$ cat config.mk
export PLATFORM = sky130hd
export DESIGN_NAME = muldiv_unit
export DESIGN_NICKNAME = d
export VERILOG_FILES = /design/src/rtl/muldiv_unit.sv
export SDC_FILE = /design/constraint.sdc
export NUM_CORES = 1
export LEC_CHECK = 0
export BUFFER_PORTS_ARGS = -buffer_cell sky130_fd_sc_hd__buf_2
export CORE_ASPECT_RATIO = 0.75
export CORE_MARGIN = 2
export CORE_UTILIZATION = 43
export CTS_CLUSTER_DIAMETER = 30
export DETAILED_ROUTE_END_ITERATION = 16
export GPL_TIMING_DRIVEN = 0
export PLACE_DENSITY = 0.64
export SYNTH_ARGS = -nofsm -noshare
export SYNTH_HDL_FRONTEND = slang
export SYNTH_SLANG_ARGS = --single-unit
$ cat constraint.sdc
create_clock -name clk -period 2.86 [get_ports clk]
set_input_delay 0.572 -clock clk [delete_from_list [all_inputs] [get_ports clk]]
set_output_delay 0.572 -clock clk [all_outputs]
set_load 0.01 [all_outputs]
$ cat src/rtl/muldiv_unit.sv
// Iterative RV32M multiply/divide unit for the execute stage.
// One shared 64-bit shift datapath: 32 CALC steps, then a sign FIX step.
module muldiv_unit #(
   parameter int XLEN = 32
) (
   input  logic            clk,
   input  logic            rst,
   input  logic            start,
   input  logic [2:0]      funct3,
   input  logic [XLEN-1:0] a,
   input  logic [XLEN-1:0] b,
   input  logic            kill,
   output logic            busy,
   output logic            done,
   output logic [XLEN-1:0] r
);

   typedef enum logic [1:0] {IDLE, CALC, FIX, DONE} state_e;

   state_e      state_q;
   logic [2:0]  op_q;
   logic        sa_q;
   logic        sb_q;
   logic [4:0]  cnt_q;
   logic [63:0] acc_q;
   logic [31:0] a_q;
   logic [31:0] b_q;
   logic [31:0] r_q;

   logic        a_sgn;
   logic        b_sgn;
   logic        sa;
   logic        sb;
   logic [31:0] a_abs;
   logic [31:0] b_abs;
   logic [31:0] mul_add;
   logic [32:0] mul_sum;
   logic [32:0] div_rem;
   logic [32:0] div_diff;
   logic [63:0] prod;
   logic [31:0] quo;
   logic [31:0] rem;
   logic [31:0] res;

   always_comb begin
      a_sgn = 1'b1;
      b_sgn = 1'b1;
      unique case (funct3)
         3'b010: b_sgn = 1'b0;
         3'b011, 3'b101, 3'b111: begin
            a_sgn = 1'b0;
            b_sgn = 1'b0;
         end
         default: ;
      endcase
   end

   assign sa    = a_sgn & a[31];
   assign sb    = b_sgn & b[31];
   assign a_abs = sa ? (~a + 32'd1) : a;
   assign b_abs = sb ? (~b + 32'd1) : b;

   assign mul_add = b_q[0] ? a_q : 32'd0;
   assign mul_sum = {1'b0, acc_q[63:32]} + {1'b0, mul_add};

   // 33-bit shifted remainder: bit 32 of the difference is the borrow
   assign div_rem  = acc_q[63:31];
   assign div_diff = div_rem - {1'b0, b_q};

   assign prod = (sa_q ^ sb_q) ? (~acc_q + 64'd1) : acc_q;
   assign quo  = acc_q[31:0];
   assign rem  = acc_q[63:32];

   always_comb begin
      res = prod[31:0];
      unique case (op_q)
         3'b000:                 res = prod[31:0];
         3'b001, 3'b010, 3'b011: res = prod[63:32];
         3'b100:                 res = (sa_q ^ sb_q) ? (~quo + 32'd1) : quo;
         3'b101:                 res = quo;
         3'b110:                 res = sa_q ? (~rem + 32'd1) : rem;
         3'b111:                 res = rem;
         default:                res = prod[31:0];
      endcase
   end

   always_ff @(posedge clk or negedge rst) begin
      if (!rst) begin
         state_q <= IDLE;
         op_q    <= 3'd0;
         sa_q    <= 1'b0;
         sb_q    <= 1'b0;
         cnt_q   <= 5'd0;
         acc_q   <= 64'd0;
         a_q     <= 32'd0;
         b_q     <= 32'd0;
         r_q     <= 32'd0;
      end else if (kill) begin
         state_q <= IDLE;
      end else begin
         unique case (state_q)
            IDLE: if (start) begin
               op_q  <= funct3;
               sa_q  <= sa;
               sb_q  <= sb;
               cnt_q <= 5'd0;
               a_q   <= a_abs;
               b_q   <= b_abs;
               if (funct3[2] && (b == 32'd0)) begin
                  acc_q   <= 64'd0;
                  r_q     <= funct3[1] ? a : 32'hFFFF_FFFF;
                  state_q <= DONE;
               end else begin
                  // divide keeps the dividend in the low half, shifted into rem
                  acc_q   <= funct3[2] ? {32'd0, a_abs} : 64'd0;
                  state_q <= CALC;
               end
            end
            CALC: begin
               cnt_q <= cnt_q + 5'd1;
               if (op_q[2]) begin
                  if (!div_diff[32])
                     acc_q <= {div_diff[31:0], acc_q[30:0], 1'b1};
                  else
                     acc_q <= {div_rem[31:0], acc_q[30:0], 1'b0};
               end else begin
                  acc_q <= {mul_sum, acc_q[31:1]};
                  b_q   <= b_q >> 1;
               end
               if (cnt_q == 5'd31)
                  state_q <= FIX;
            end
            FIX: begin
               r_q     <= res;
               state_q <= DONE;
            end
            DONE: state_q <= IDLE;
            default: state_q <= IDLE;
         endcase
      end
   end

   assign busy = (state_q == CALC) || (state_q == FIX);
   assign done = (state_q == DONE);
   assign r    = r_q;

endmodule
[Yosys cells after proc, flatten, opt, wreduce, memory -nomap -nowiden]
Cells that the tools add are included.
Word-level totals
  bits in registers: 172
  bits of input ports: 71
Operators by class
  add/sub/neg operators: 8
  eq/ne operators: 20
  mux-type cells: 29
  bitwise gates (word level): 9
  reductions and logical operators: 15
Operators by type and width (number)
  2-to-1 mux 32 bit: 12
  2-to-1 mux 64 bit: 4
  case mux 32 bit (6 select lines): 1
  adder 32 x 1 -> 32 bit, second input constant: 4
  inverter 32 bit: 4
  case mux 32 bit (2 select lines): 2
  case mux 64 bit (2 select lines): 1
  adder 64 x 1 -> 64 bit, second input constant: 1
  inverter 64 bit: 1
  adder 32 x 32 -> 33 bit: 1
  subtractor 33 x 32 -> 33 bit: 1
  logical NOT 32 bit: 1
  equality test 3 bit, second input constant: 6
  equality test 3 x 2 -> 1 bit, second input constant: 4
  case mux 5 bit (2 select lines): 1
  2-to-1 mux 2 bit: 4
  case mux 2 bit (4 select lines): 1
  AND reduction 4 bit: 2
  != test 2 bit, second input constant: 3
  != test 3 bit, second input constant: 2
  AND reduction 3 bit: 2
  OR reduction 3 bit: 2
  adder 5 x 1 -> 5 bit, second input constant: 1
  equality test 5 bit, second input constant: 1
  other kinds (15): 19

[Longest topological paths before layout]
  depth after elaboration: 9
  gate-level depth with buffers: 14
  depth with buffers taken out: 13

[Worst setup path after synthesis]
No wires, ideal clock.
  kind: register to register
  start point: register b_q[0]
  end point: register acc_q[61]
  setup time: 0.137 ns
  arrival: 3.018 ns
  data required time: 2.723 ns
  slack: -0.295 ns
  stages on the path, launching flop included: 15
  buffers on the path: 1
  period minus slack after synthesis: 3.155 ns
  path through: dfrtp_1 -> clkbuf_1 -> and2_1 -> ha_1 -> inv_1 -> fa_1 -> nand2b_1 -> a21oi_1 -> o21ba_2 -> o21ai_1 -> a41o_1 -> o21a_1 -> o2111a_1 -> a211oi_1 -> o211ai_1
Between the ends
  cells in the longest elaborated chain, start to end: 4
  elaborated cells on any way between the ends: 6
RTL lines
  start, declared: RTL line 27  | logic [31:0] b_q;
  start signal, assigned: RTL line 108  | b_q <= b_abs;
  start signal, assigned: RTL line 128  | b_q <= b_q >> 1;
  subtractor 33 x 32 -> 33 bit or 2-to-1 mux 32 bit (tied branches): RTL line 68, 63
  2-to-1 mux 64 bit or adder 32 x 32 -> 33 bit (tied branches): RTL line 122, 64
  2-to-1 mux 64 bit (*): RTL line 121  | if (op_q[2]) begin
  case mux 64 bit (2 select lines) (*): RTL line 101  | unique case (state_q)
  end signal, assigned: RTL line 123  | acc_q <= {div_diff[31:0], acc_q[30:0], 1'b1};
  end signal, assigned: RTL line 125  | acc_q <= {div_rem[31:0], acc_q[30:0], 1'b0};
  end signal, assigned: RTL line 127  | acc_q <= {mul_sum, acc_q[31:1]};
  end, declared: RTL line 25  | logic [63:0] acc_q;
Every way passes the cells marked *; elsewhere a longest branch is shown, timed or not.
A chain may end at the register's enable or synchronous reset.

[Final worst setup path]
  start point: register acc_q[48]
  end point: register acc_q[32]
Between the ends
  cells in the longest elaborated chain, start to end: 4
RTL lines
  start signal, assigned: RTL line 115  | acc_q <= funct3[2] ? {32'd0, a_abs} : 64'd0;
  start signal, assigned: RTL line 123
  start signal, assigned: RTL line 125
  subtractor 33 x 32 -> 33 bit: RTL line 68  | assign div_diff = div_rem - {1'b0, b_q};
  2-to-1 mux 64 bit: RTL line 122  | if (!div_diff[32])
  2-to-1 mux 64 bit: RTL line 121
  case mux 64 bit (2 select lines): RTL line 101
Every way passes these cells.

==> metrics.md <==
| Metric | Value |
|---|---|
| Status | complete, but fails checks |
| Failing checks | setup timing |
| Reg2reg path depth | 11 |
| Seq cells post-synth | between 150 and 200 |
| MaxCap Viol Count | 0 |
| Post-Syn Area | about 0.016 mm2 |
| Hold WS | between 0.015 and 0.02 ns |
| Ys flop type | dfrtp_1 |
| Largest net degree at the start of global routing | 117 |
| Clock buffer depth | 2 |
| P_leak | around 8.8 nW |
| Cell count after synthesis | ~2.1k |
| Vias | approximately 18k |
| Row count | 60 |
| Initial antenna violation count | 1 |
| Syn nets | roughly 2.2k |
| Initial Utilization | 43.9% |
| Final net count | around 2.5k |
| Count of endpoints failing hold in the final timing report | 0 |
| Register area share after synthesis | a little over a quarter |
| Port bufs | roughly 100 |
| DR DRC count | 0 |
| CP Capture Type | flip-flop |
| Chip height | between 150 and 200 um |
| Minimum clock period | ~3.3 ns |
| EDFF count, synth | 0 |
| Num CTS Buffers | 17 |
| Dpl hpwl | roughly 57000 um |
| Max VDD drop | approximately 0.73 mV |
| Congestion Overflow GR | 0 |
| Post-route ant nets | 0 |
| Chip Width | roughly 230 um |
| CP max FO | 5 |
| Max Fclk | 0.304 GHz |
| First-pass GRT wire length | around 110000 um |
| Routed vias/inst | roughly 6.5 |
| Fraction of layout cells with a size suffix above 1 | 27.7% |
| Clock-pin transition on the worst setup and hold timing paths | around 0.090 ns |
| DRT iter0 DRCs | ~2.6k |
| Data arrival time of the critical path | around 3.7 ns |
| Setup ws final | -0.430 ns |
| Power, Total | between 20 and 30 mW |
| Clock root cell | clkbuf_16 |
| Async set-or-reset flop fraction in the synthesized netlist | 100% |
| Vias in the first global route | about 17k |
| 1st-pass router iterations | 6 |
| RSZ-0062 raised after global routing | yes |
| Crit start category | flip-flop |
| Slew margin rel. | 23.6% |
| Distinct cells, synth | 85 |
| PwrDens | 1430 mW/mm2 |
| CTS H-tree lvls | 4 |
| Critical Path RT | between 3 and 4 ns |
| Worst-Margin Slew | roughly 1.1 ns |
| Routed WL | around 75000 um |
| Design area | 0.0208 mm2 |
| Core area | about 0.036 mm2 |
| Fin crit share | 115% |
| GRT Total Usage | 38.6% |
| Routed len/inst | around 27 um |
| YS warnings | 0 |
| I/O Pins | approximately 110 |
| Die Area | around 0.038 mm2 |
| Clock Sinks | approximately 170 |
| Setup violators final | 61 |
| Area grow syn2layout | 31.3% |
| Filler cells | 3375 |
| Max Clock Skew | 0.0169 ns |
| CP Class | reg -> reg |
| Max-slew violations | 0 |
| GPL Wtd Cong | approximately 1.0 |
| Placed instance area | about 0.017 mm2 |
| Post-Syn Area per Cell | ~7.6 um2 |
| Worst skew pair latency | around 0.48 ns |
| Hold Crit Class | in -> async |
| CTS tree | yes |
[final cells by class]
cell class	instances	area (um2)	share of cell area (%)
well taps	465	582	2.80
inverters	72	275	1.32
multi-input cells	1695	12600	60.8
plain buffers	136	732	3.52
diodes	1	2.50	0.0120
repair buffers	229	1630	7.83
clock buffers	18	439	2.11
flip-flops and latches	172	4330	20.8
clock inverters	14	169	0.812
[sequential cells by signal, summed over array words and instances, names as in the netlist]
name	flops
acc_q	64
r	32
cnt_q	5
b_q	32
sa_q	1
state_q	2
op_q	3
sb_q	1
a_q	32
[kinds of logic (layout without fill, tap and decap cells)]
| group | after synthesis | in the layout | synth area share [%] |
|---|---|---|---|
| AOI/OAI and AO/OA | 716 | 716 | 27.6 |
| and+or+nand+nor | 676 | 676 | 20.4 |
| buffers and inverters | 222 | 469 | 5.38 |
| DFF | 172 | 172 | 27.2 |
| xor gates and xnor gates | 169 | 169 | 9.35 |
| adders and majority gates | 76 | 76 | 6.10 |
| muxes | 58 | 58 | 3.96 |
| other | 0 | 1 | 0 |
[metrics by stage]
stage	worst slack (ns)	setup TNS (ns)	util, %	std cells
floorplan	-0.109	-0.958	-	2089
global placement	-2.21	-422.52	47.4	2658
detailed placement	-1.68	-137.82	47.5	2659
CTS	-0.426	-15.45	54.3	2751
global route	-0.475	-19.27	57.7	2801
finish	-0.430	-15.67	57.7	2802
[critical path, stage by stage (launching register included)]
cell      delay, ns
dfrtp_1        0.44
ha_1           0.40
a21o_1         0.22
a21o_1         0.20
a21oi_1        0.23
nand3_1        0.13
or3b_4         0.48
a211o_1        0.30
and3_4         0.21
buf_12         0.15
mux2_4         0.30
o221ai_2       0.14
[placed cells by master, fill, tap and decap left out, drive strengths merged, types with 27 or more instances in the layout]
cell type,n
a31oi,34
nor2,197
buf,262
a21o,33
a21oi,222
mux2,31
nand2,206
ha,74
nand3,34
xnor2,92
nor3,49
o21ai,216
and2,41
dfrtp,172
mux2i,27
clkbuf,120
xor2,77
nor4,28
inv,80
[layer usage]
metal	global-route usage, %	share of wire, %	wire, um
met3	14.0	14	10300
met2	49.5	38	28600
met4	11.0	3.0	2250
met1	58.9	45	34300
met5	0	0	0
[power breakdown]
group / total [mW] / internal (mW) / switching, mW
sequential: 4.90 / 3.59 / 1.31
clock: 2.58 / 1.35 / 1.24
combinational: 22.2 / 8.40 / 13.8
total: 29.7 / 13.3 / 16.3
[cell usage after synthesis, drive strengths merged, types with 5 or more instances]
cell type | count | share of area [%]
and2 | 41 | 1.6
mux2 | 31 | 2.3
a32oi | 5 | 0.28
or4 | 11 | 0.55
a211oi | 23 | 1.1
inv | 71 | 1.7
mux2i | 27 | 1.7
o31ai | 20 | 0.95
o21ai | 216 | 6.8
o22ai | 10 | 0.40
and4 | 5 | 0.28
o221ai | 8 | 0.48
nor4 | 28 | 1.2
nand2 | 206 | 4.9
nand2b | 19 | 0.75
xor2 | 77 | 4.3
a2111oi | 6 | 0.33
o21a | 12 | 0.57
dfrtp | 172 | 27
nand3b | 6 | 0.28
a31oi | 34 | 1.3
nor2b | 8 | 0.32
o211ai | 15 | 0.71
and3 | 14 | 0.55
a21o | 33 | 1.6
a21oi | 222 | 7.0
xnor2 | 92 | 5.1
a22oi | 25 | 1.2
or2 | 6 | 0.24
nand4 | 16 | 0.67
nor2 | 197 | 4.7
nor3 | 49 | 1.7
a2bb2oi | 8 | 0.44
o21bai | 8 | 0.38
nand3 | 34 | 1.1
a311oi | 5 | 0.28
buf | 18 | 0.55
clkbuf | 132 | 3.1
a221oi | 10 | 0.55
o41ai | 9 | 0.50
or3 | 25 | 0.99
ha | 74 | 5.8
o2111ai | 6 | 0.33
a211o | 9 | 0.50
[what timing repair did]
action | 4_1_cts | 5_1_grt
buffers inserted | 68 | 58
pin swaps | 77 | 98
endpoints found under the hold margin | 0 | 0
endpoints found under the setup margin | 139 | 115
cloned | 2 | 0
hold buffers | 0 | 0
resized for setup | 316 | 223
[worst paths after layout]
path / startpoint / endpoint / slack, ns
worst max-delay path: acc_q[48]$_DFFE_PN0P_ / acc_q[32]$_DFFE_PN0P_ / -0.43
worst min-delay path: rst / r[19]$_DFFE_PN0P_ / 0.02
worst max register to register: acc_q[48]$_DFFE_PN0P_ / acc_q[32]$_DFFE_PN0P_ / -0.43
worst min register to register: a_q[8]$_DFFE_PN0P_ / a_q[8]$_DFFE_PN0P_ / 0.48
max in group asynchronous: rst / b_q[0]$_DFFE_PN0P_ / 1.73
min in group clk: funct3[0] / op_q[0]$_DFFE_PN0P_ / 0.38
(Power assumes the default switching activity.)
